==> src/rtl/apb_master_bridge_pkg.sv <==
// Shared state type and default sizes for the APB master bridge and its timeout counter.
package apb_pkg;

  localparam int APB_ADDR_W      = 32;
  localparam int APB_DATA_W      = 32;
  localparam int APB_TIMEOUT_CYC = 16;

  typedef enum logic [1:0] {
    IDLE   = 2'd0,
    SETUP  = 2'd1,
    ACCESS = 2'd2
  } apb_state_e;

endpackage

==> src/rtl/apb_master_bridge_if.sv <==
// Command, response and APB bus signals of the bridge.
// master = bridge side; slave = local controller plus APB slave side.
interface apb_master_bridge_if #(
  parameter int ADDR_W = apb_pkg::APB_ADDR_W,
  parameter int DATA_W = apb_pkg::APB_DATA_W
) ();

  logic              cmd_valid;
  logic              cmd_ready;
  logic              cmd_write;
  logic [ADDR_W-1:0] cmd_addr;
  logic [DATA_W-1:0] cmd_wdata;

  logic              rsp_valid;
  logic [DATA_W-1:0] rsp_rdata;
  logic              rsp_err;

  logic              psel;
  logic              penable;
  logic              pwrite;
  logic [ADDR_W-1:0] paddr;
  logic [DATA_W-1:0] pwdata;
  logic              pready;
  logic [DATA_W-1:0] prdata;

  modport master (
    input  cmd_valid, cmd_write, cmd_addr, cmd_wdata, pready, prdata,
    output cmd_ready, rsp_valid, rsp_rdata, rsp_err,
           psel, penable, pwrite, paddr, pwdata
  );

  modport slave (
    output cmd_valid, cmd_write, cmd_addr, cmd_wdata, pready, prdata,
    input  cmd_ready, rsp_valid, rsp_rdata, rsp_err,
           psel, penable, pwrite, paddr, pwdata
  );

endinterface

==> src/rtl/apb_master_bridge_timeout_ctr.sv <==
// ACCESS-phase wait counter; only built when APB_MASTER_TIMEOUT_EN is defined.
`ifdef APB_MASTER_TIMEOUT_EN
module apb_timeout_ctr import apb_pkg::*; #(
  parameter int TIMEOUT_CYC = APB_TIMEOUT_CYC
) (
  input  logic pclk,
  input  logic preset,
  input  logic clear,
  input  logic enable,
  output logic hit
);

  localparam logic [7:0] LAST = 8'(TIMEOUT_CYC - 1);

  logic [7:0] count;

  always_ff @(posedge pclk or negedge preset) begin
    if (!preset) begin
      count <= '0;
    end else if (clear) begin
      count <= '0;
    end else if (enable && count != 8'hFF) begin
      count <= count + 8'd1;
    end
  end

  // Flags the edge on which this increment makes the count reach TIMEOUT_CYC.
  assign hit = enable && (count == LAST);

endmodule
`endif

==> src/rtl/apb_master_bridge.sv <==
// APB3 requester: turns valid/ready commands into SETUP/ACCESS transfers, one at a time.
// Define APB_MASTER_TIMEOUT_EN to abort ACCESS phases that wait TIMEOUT_CYC cycles for pready.
module apb_master_bridge import apb_pkg::*; #(
  parameter int ADDR_W      = APB_ADDR_W,
  parameter int DATA_W      = APB_DATA_W,
  parameter int TIMEOUT_CYC = APB_TIMEOUT_CYC
) (
  input  logic                 pclk,
  input  logic                 preset,
  apb_master_bridge_if.master  bus
);

  if (TIMEOUT_CYC < 1 || TIMEOUT_CYC > 255) begin : g_bad_timeout
    $error("apb_master_bridge: TIMEOUT_CYC must be in 1..255");
  end

  apb_state_e        state;
  logic              cmd_ready_q;
  logic              rsp_valid_q;
  logic [DATA_W-1:0] rsp_rdata_q;
  logic              rsp_err_q;
  logic              psel_q;
  logic              penable_q;
  logic              pwrite_q;
  logic [ADDR_W-1:0] paddr_q;
  logic [DATA_W-1:0] pwdata_q;
  logic              tmo_hit;

`ifdef APB_MASTER_TIMEOUT_EN
  apb_timeout_ctr #(.TIMEOUT_CYC(TIMEOUT_CYC)) u_timeout (
    .pclk   (pclk),
    .preset (preset),
    .clear  (state == SETUP),
    .enable (state == ACCESS && !bus.pready),
    .hit    (tmo_hit)
  );
`else
  assign tmo_hit = 1'b0;
`endif

  // The response cycle is an ordinary IDLE cycle, so a new command can land on it.
  always_ff @(posedge pclk or negedge preset) begin
    if (!preset) begin
      state       <= IDLE;
      cmd_ready_q <= 1'b0;
      rsp_valid_q <= 1'b0;
      rsp_rdata_q <= '0;
      rsp_err_q   <= 1'b0;
      psel_q      <= 1'b0;
      penable_q   <= 1'b0;
      pwrite_q    <= 1'b0;
      paddr_q     <= '0;
      pwdata_q    <= '0;
    end else begin
      rsp_valid_q <= 1'b0;
      case (state)
        IDLE: begin
          cmd_ready_q <= 1'b1;
          if (bus.cmd_valid && cmd_ready_q) begin
            pwrite_q    <= bus.cmd_write;
            paddr_q     <= bus.cmd_addr;
            pwdata_q    <= bus.cmd_wdata;
            cmd_ready_q <= 1'b0;
            psel_q      <= 1'b1;
            state       <= SETUP;
          end
        end
        SETUP: begin
          penable_q <= 1'b1;
          state     <= ACCESS;
        end
        ACCESS: begin
          if (bus.pready) begin
            psel_q      <= 1'b0;
            penable_q   <= 1'b0;
            rsp_valid_q <= 1'b1;
            rsp_rdata_q <= pwrite_q ? '0 : bus.prdata;
            rsp_err_q   <= 1'b0;
            cmd_ready_q <= 1'b1;
            state       <= IDLE;
          end else if (tmo_hit) begin
            psel_q      <= 1'b0;
            penable_q   <= 1'b0;
            rsp_valid_q <= 1'b1;
            rsp_rdata_q <= '0;
            rsp_err_q   <= 1'b1;
            cmd_ready_q <= 1'b1;
            state       <= IDLE;
          end
        end
        default: state <= IDLE;
      endcase
    end
  end

  assign bus.cmd_ready = cmd_ready_q;
  assign bus.rsp_valid = rsp_valid_q;
  assign bus.rsp_rdata = rsp_rdata_q;
  assign bus.rsp_err   = rsp_err_q;
  assign bus.psel      = psel_q;
  assign bus.penable   = penable_q;
  assign bus.pwrite    = pwrite_q;
  assign bus.paddr     = paddr_q;
  assign bus.pwdata    = pwdata_q;

endmodule

==> src/flat_wrapper.sv <==
// flat-port wrapper written by rule: the top's interface ports become plain ports
module apb_master_bridge_flat import apb_pkg::*;
#(
  parameter int ADDR_W      = APB_ADDR_W,
  parameter int DATA_W      = APB_DATA_W,
  parameter int TIMEOUT_CYC = APB_TIMEOUT_CYC
)
  (pclk, preset, bus_cmd_valid, bus_cmd_write, bus_cmd_addr, bus_cmd_wdata, bus_pready, bus_prdata, bus_cmd_ready, bus_rsp_valid, bus_rsp_rdata, bus_rsp_err, bus_psel, bus_penable, bus_pwrite, bus_paddr, bus_pwdata);
  apb_master_bridge_if #(.ADDR_W(ADDR_W), .DATA_W(DATA_W)) bus_i ();
  input  logic pclk;
  input  logic preset;
  input wire logic [$bits(bus_i.cmd_valid)-1:0] bus_cmd_valid;
  input wire logic [$bits(bus_i.cmd_write)-1:0] bus_cmd_write;
  input wire logic [$bits(bus_i.cmd_addr)-1:0] bus_cmd_addr;
  input wire logic [$bits(bus_i.cmd_wdata)-1:0] bus_cmd_wdata;
  input wire logic [$bits(bus_i.pready)-1:0] bus_pready;
  input wire logic [$bits(bus_i.prdata)-1:0] bus_prdata;
  output wire logic [$bits(bus_i.cmd_ready)-1:0] bus_cmd_ready;
  output wire logic [$bits(bus_i.rsp_valid)-1:0] bus_rsp_valid;
  output wire logic [$bits(bus_i.rsp_rdata)-1:0] bus_rsp_rdata;
  output wire logic [$bits(bus_i.rsp_err)-1:0] bus_rsp_err;
  output wire logic [$bits(bus_i.psel)-1:0] bus_psel;
  output wire logic [$bits(bus_i.penable)-1:0] bus_penable;
  output wire logic [$bits(bus_i.pwrite)-1:0] bus_pwrite;
  output wire logic [$bits(bus_i.paddr)-1:0] bus_paddr;
  output wire logic [$bits(bus_i.pwdata)-1:0] bus_pwdata;
  assign bus_i.cmd_valid = bus_cmd_valid;
  assign bus_i.cmd_write = bus_cmd_write;
  assign bus_i.cmd_addr = bus_cmd_addr;
  assign bus_i.cmd_wdata = bus_cmd_wdata;
  assign bus_i.pready = bus_pready;
  assign bus_i.prdata = bus_prdata;
  assign bus_cmd_ready = bus_i.cmd_ready;
  assign bus_rsp_valid = bus_i.rsp_valid;
  assign bus_rsp_rdata = bus_i.rsp_rdata;
  assign bus_rsp_err = bus_i.rsp_err;
  assign bus_psel = bus_i.psel;
  assign bus_penable = bus_i.penable;
  assign bus_pwrite = bus_i.pwrite;
  assign bus_paddr = bus_i.paddr;
  assign bus_pwdata = bus_i.pwdata;
  apb_master_bridge #(.ADDR_W(ADDR_W), .DATA_W(DATA_W), .TIMEOUT_CYC(TIMEOUT_CYC)) u_core (.pclk(pclk), .preset(preset), .bus(bus_i));
endmodule
==> config.mk <==
export PLATFORM = sky130hd
export DESIGN_NAME = apb_master_bridge_flat
export DESIGN_NICKNAME = d
export VERILOG_FILES = /design/src/rtl/apb_master_bridge_pkg.sv /design/src/rtl/apb_master_bridge_if.sv /design/src/rtl/apb_master_bridge_timeout_ctr.sv /design/src/rtl/apb_master_bridge.sv /design/src/flat_wrapper.sv
export SDC_FILE = /design/constraint.sdc
export NUM_CORES = 1
export LEC_CHECK = 0
export BUFFER_PORTS_ARGS = -buffer_cell sky130_fd_sc_hd__buf_4
export CELL_PAD_IN_SITES_DETAIL_PLACEMENT = 2
export CELL_PAD_IN_SITES_GLOBAL_PLACEMENT = 2
export CORE_MARGIN = 4
export CORE_UTILIZATION = 28
export DETAILED_ROUTE_END_ITERATION = 12
export PLACE_DENSITY_LB_ADDON = 0.1
export REMOVE_ABC_BUFFERS = 1
export SYNTH_ARGS = -nofsm -noshare
export SYNTH_HDL_FRONTEND = slang
export SYNTH_SLANG_ARGS = --single-unit
==> constraint.sdc <==
create_clock -name pclk -period 1.9 [get_ports pclk]
set_input_delay 0.285 -clock pclk [delete_from_list [all_inputs] [get_ports pclk]]
set_output_delay 0.285 -clock pclk [all_outputs]
set_load 0.005 [all_outputs]
==> impl_metrics.csv <==
group,metric,value,unit
floorplanning,io_pins,203,
synthesis,ys_seq_area_frac,0.630,
cells_and_area,fin_nets,602,
cells_and_area,final_cell_area,6100,sq um
clock_tree,post-cts-setup-buffer-count,0,
worst_setup_path,worst-path-max-fanout,64,
synthesis,async_flop_share,1.00,
cells_and_area,utilization,0.433,
placed_design,dp_hpwl,9210,microns
grt,grt_use_total,0.146,
placed_design,dp_cells,669,
cells_and_area,final_cells,686,
floorplanning,dieArea,16600,sq um
worst_setup_path,crit_arrival,2.01,ns
clock_tree,clk_path_buf_depth,2,
route,first_pass_iters,4,
route,drc_errors,0,
floorplanning,rows,43,
sta,fmax,563,MHz
route,wl,12200,microns
synthesis,synth_warnings,0,
flow_run,drv_cap,0,
cells_and_area,num_antenna_cells,0,
cells_and_area,synthToLayoutAreaGrowth,49.0,%
synthesis,yosysTopAreaCell,"dfrtp_1",
cells_and_area,multi_input_area,1380,sq um
grt,antenna_found_initial,0,
synthesis,synth_compound_area_frac,0.0452,
clock_tree,cts_inserted_buffers,9,
sta,period_share,0.935,
pwr,power_density,1580,nW/um^2
worst_setup_path,max_stage_delay,0.46,ns
sta,skew,0.00761,ns
worst_setup_path,end_kind,"register",
clock_tree,cts_resized,0,
worst_setup_path,start_kind,"register",
worst_setup_path,crit_chain,"nor4bb_4 -> buf_12 -> mux2_2",
synthesis,synth-simple-area-share,0.0874,
synthesis,yosys.area_share.xor_xnor,0,
clock_tree,cts_tree,"yes",
pwr,totalPowerFinal,9.63,mW
synthesis,muxShareOfSynthArea,0.200,
synthesis,synthDistinctLibCells,19,
grt,grt_pass1_wl,18700,microns
floorplanning,initial_core_util,0.290,
outcome,status,"complete, no violations",
route,post_drt_wl_per_cell,17.8,microns
worst_setup_path,path_class,"reg2reg",
route,vias,3042,
floorplanning,core-area,14100,sq um
sta,max_slew_margin,0.496,
placed_design,placed_area,5800,sq um
synthesis,synth-seq-cells,103,
worst_setup_path,required,2.13,ns
clock_tree,cts_root_buffer,"clkbuf_16",
grt,grt_pass1_vias,3336,
sta,rsz0062_at_grt,"false",
sta,finalSetupViolCount,0,
pwr,power.leakage,2.98,nW
synthesis,netlist_instances,300,
sta,finalSetupTns,0,ns
hold_path,min_path_type,"in2reg",
placed_design,io_buffers,201,
clock_tree,clk_pin_slew,0.07,ns
worst_setup_path,path_buf_inv,1,
synthesis,syn_avg_cell_area,13.6,sq um
route,antenna_left,0,
sta,worstMarginPinSlew,0.755,ns
grt,overflow,0,
sta,timing.final.crit_period,1.78,ns
clock_tree,cts.htree.levels,3,
route,vias_per_cell,4.43,
clock_tree,insertion_delay,0.34,ns
pwr,vdd_drop_max,0.000431,V
floorplanning,die_x,129,microns
cells_and_area,drive_gt1_frac,0.567,
sta,hold_viol,0,
synthesis,synth_top_area_frac,0.630,
worst_setup_path,critical-path-top-delay-family,"flip-flops",
synthesis,synth.area.top_cells,"dfrtp_1 (63%), mux2_2 (12%), mux2_4 (7.3%)",
synthesis,synthAdderAreaFrac,0,
worst_setup_path,cp_slowest_cell,"dfrtp_1",
clock_tree,clkSinkCount,103,
synthesis,synth_top_family_by_area,"multiplexers",
cells_and_area,fillerInstances,1474,
floorplanning,die_y,129,microns
route,drt_iter0_markers,92,
synthesis,syn_area,4090,sq um
cells_and_area,ff_latch_area,2580,sq um
grt,grt_max_degree,66,
placed_design,gp_congestion,0.733,
sta,drv_slew,0,
synthesis,synthFlopType,"dfrtp_1",
synthesis,synth_edf_count,0,
synth_stat cells, types with 2 or more instances:
cell,n
a21oi_1,4
buf_12,2
buf_2,2
buf_4,5
clkbuf_1,8
dfrtp_1,103
inv_1,4
mux2_2,45
mux2_4,20
nand2_1,33
nand2b_1,34
o21ai_0,33
placed cells by master (no fill, tap or decap):
cell type / n
a21oi_1: 4
buf_12: 3
buf_4: 205
bufinv_16: 1
clkbuf_1: 3
clkbuf_16: 9
clkbuf_8: 1
clkinv_2: 1
clkinvlp_4: 1
conb_1: 1
dfrtp_1: 103
dlygate4sd3_1: 1
inv_1: 4
mux2_2: 45
mux2_4: 20
mux2i_1: 1
nand2_1: 33
nand2b_1: 34
nand3b_1: 1
nor2_1: 1
nor4bb_4: 1
o21ai_0: 33
power breakdown:
group / internal, mW / switching, mW / leakage (nW)
Sequential: 3.21 / 0.659 / 1.25
Clock: 1.06 / 0.796 / 0.140
Combinational: 2.50 / 1.41 / 1.59
cells by family after synthesis:
family,after synthesis
and+or+nand+nor,70
AOI/OAI and AO/OA,37
muxes,66
other,1
buffers and inverters,23
DFF,103
stage by stage:
step	setup WS, ns	hold WS, ns
global route	0.0331	0.156
detailed placement	0.125	0.250
global placement	0.173	0.253
CTS	0.112	0.150
floorplan	-7.12	-0.0106
finish	0.123	0.169
registers in the layout, indices dropped and copies added, names as in the netlist:
signal,cells
u_core.bus.pwrite,1
u_core.bus.rsp_rdata,32
u_core.state,2
u_core.bus.paddr,32
u_core.bus.psel,1
u_core.bus.penable,1
u_core.bus.rsp_valid,1
u_core.bus.pwdata,32
u_core.bus.cmd_ready,1
cell type report:
type,count,share of cell area
Sequential cell,103,0.423
Clock buffer,13,0.0410
Clock inverter,3,0.00698
Timing Repair Buffer,209,0.264
Tap cell,180,0.0369
Inverter,4,0.00246
Multi-Input combinational cell,174,0.226
what timing repair did:
action	CTS	global route
setup endpoints to repair	0	0
endpoints found under the hold margin	28	0
hold buffers	1	0
path summary, 6_finish.rpt:
check	start	endpoint	slack [ns]	depth (start not counted)
worst max-delay path	u_core.state[1]$_DFFE_PN0P_	u_core.bus.paddr[13]$_DFFE_PN0P_	0.12	3
worst min-delay path	bus_cmd_addr[17]	u_core.bus.paddr[17]$_DFFE_PN0P_	0.17	2
worst max register to register	u_core.state[1]$_DFFE_PN0P_	u_core.bus.paddr[13]$_DFFE_PN0P_	0.12	3
worst min register to register	u_core.bus.rsp_rdata[31]$_DFFE_PN0P_	u_core.bus.rsp_rdata[31]$_DFFE_PN0P_	0.49	2
max in group asynchronous	preset	u_core.bus.pwdata[12]$_DFFE_PN0P_	0.75	3
min in group asynchronous	preset	u_core.bus.paddr[14]$_DFFE_PN0P_	0.43	2
layer usage:
metal	wire (microns)	vias up	track usage
met1	5010	1491	0.179
met4	216	0	0.0537
met3	1260	13	0.0594
met5	0	-	0
met2	5720	137	0.231
li1	-	1401	-
Power figures use the tool's default switching activity.
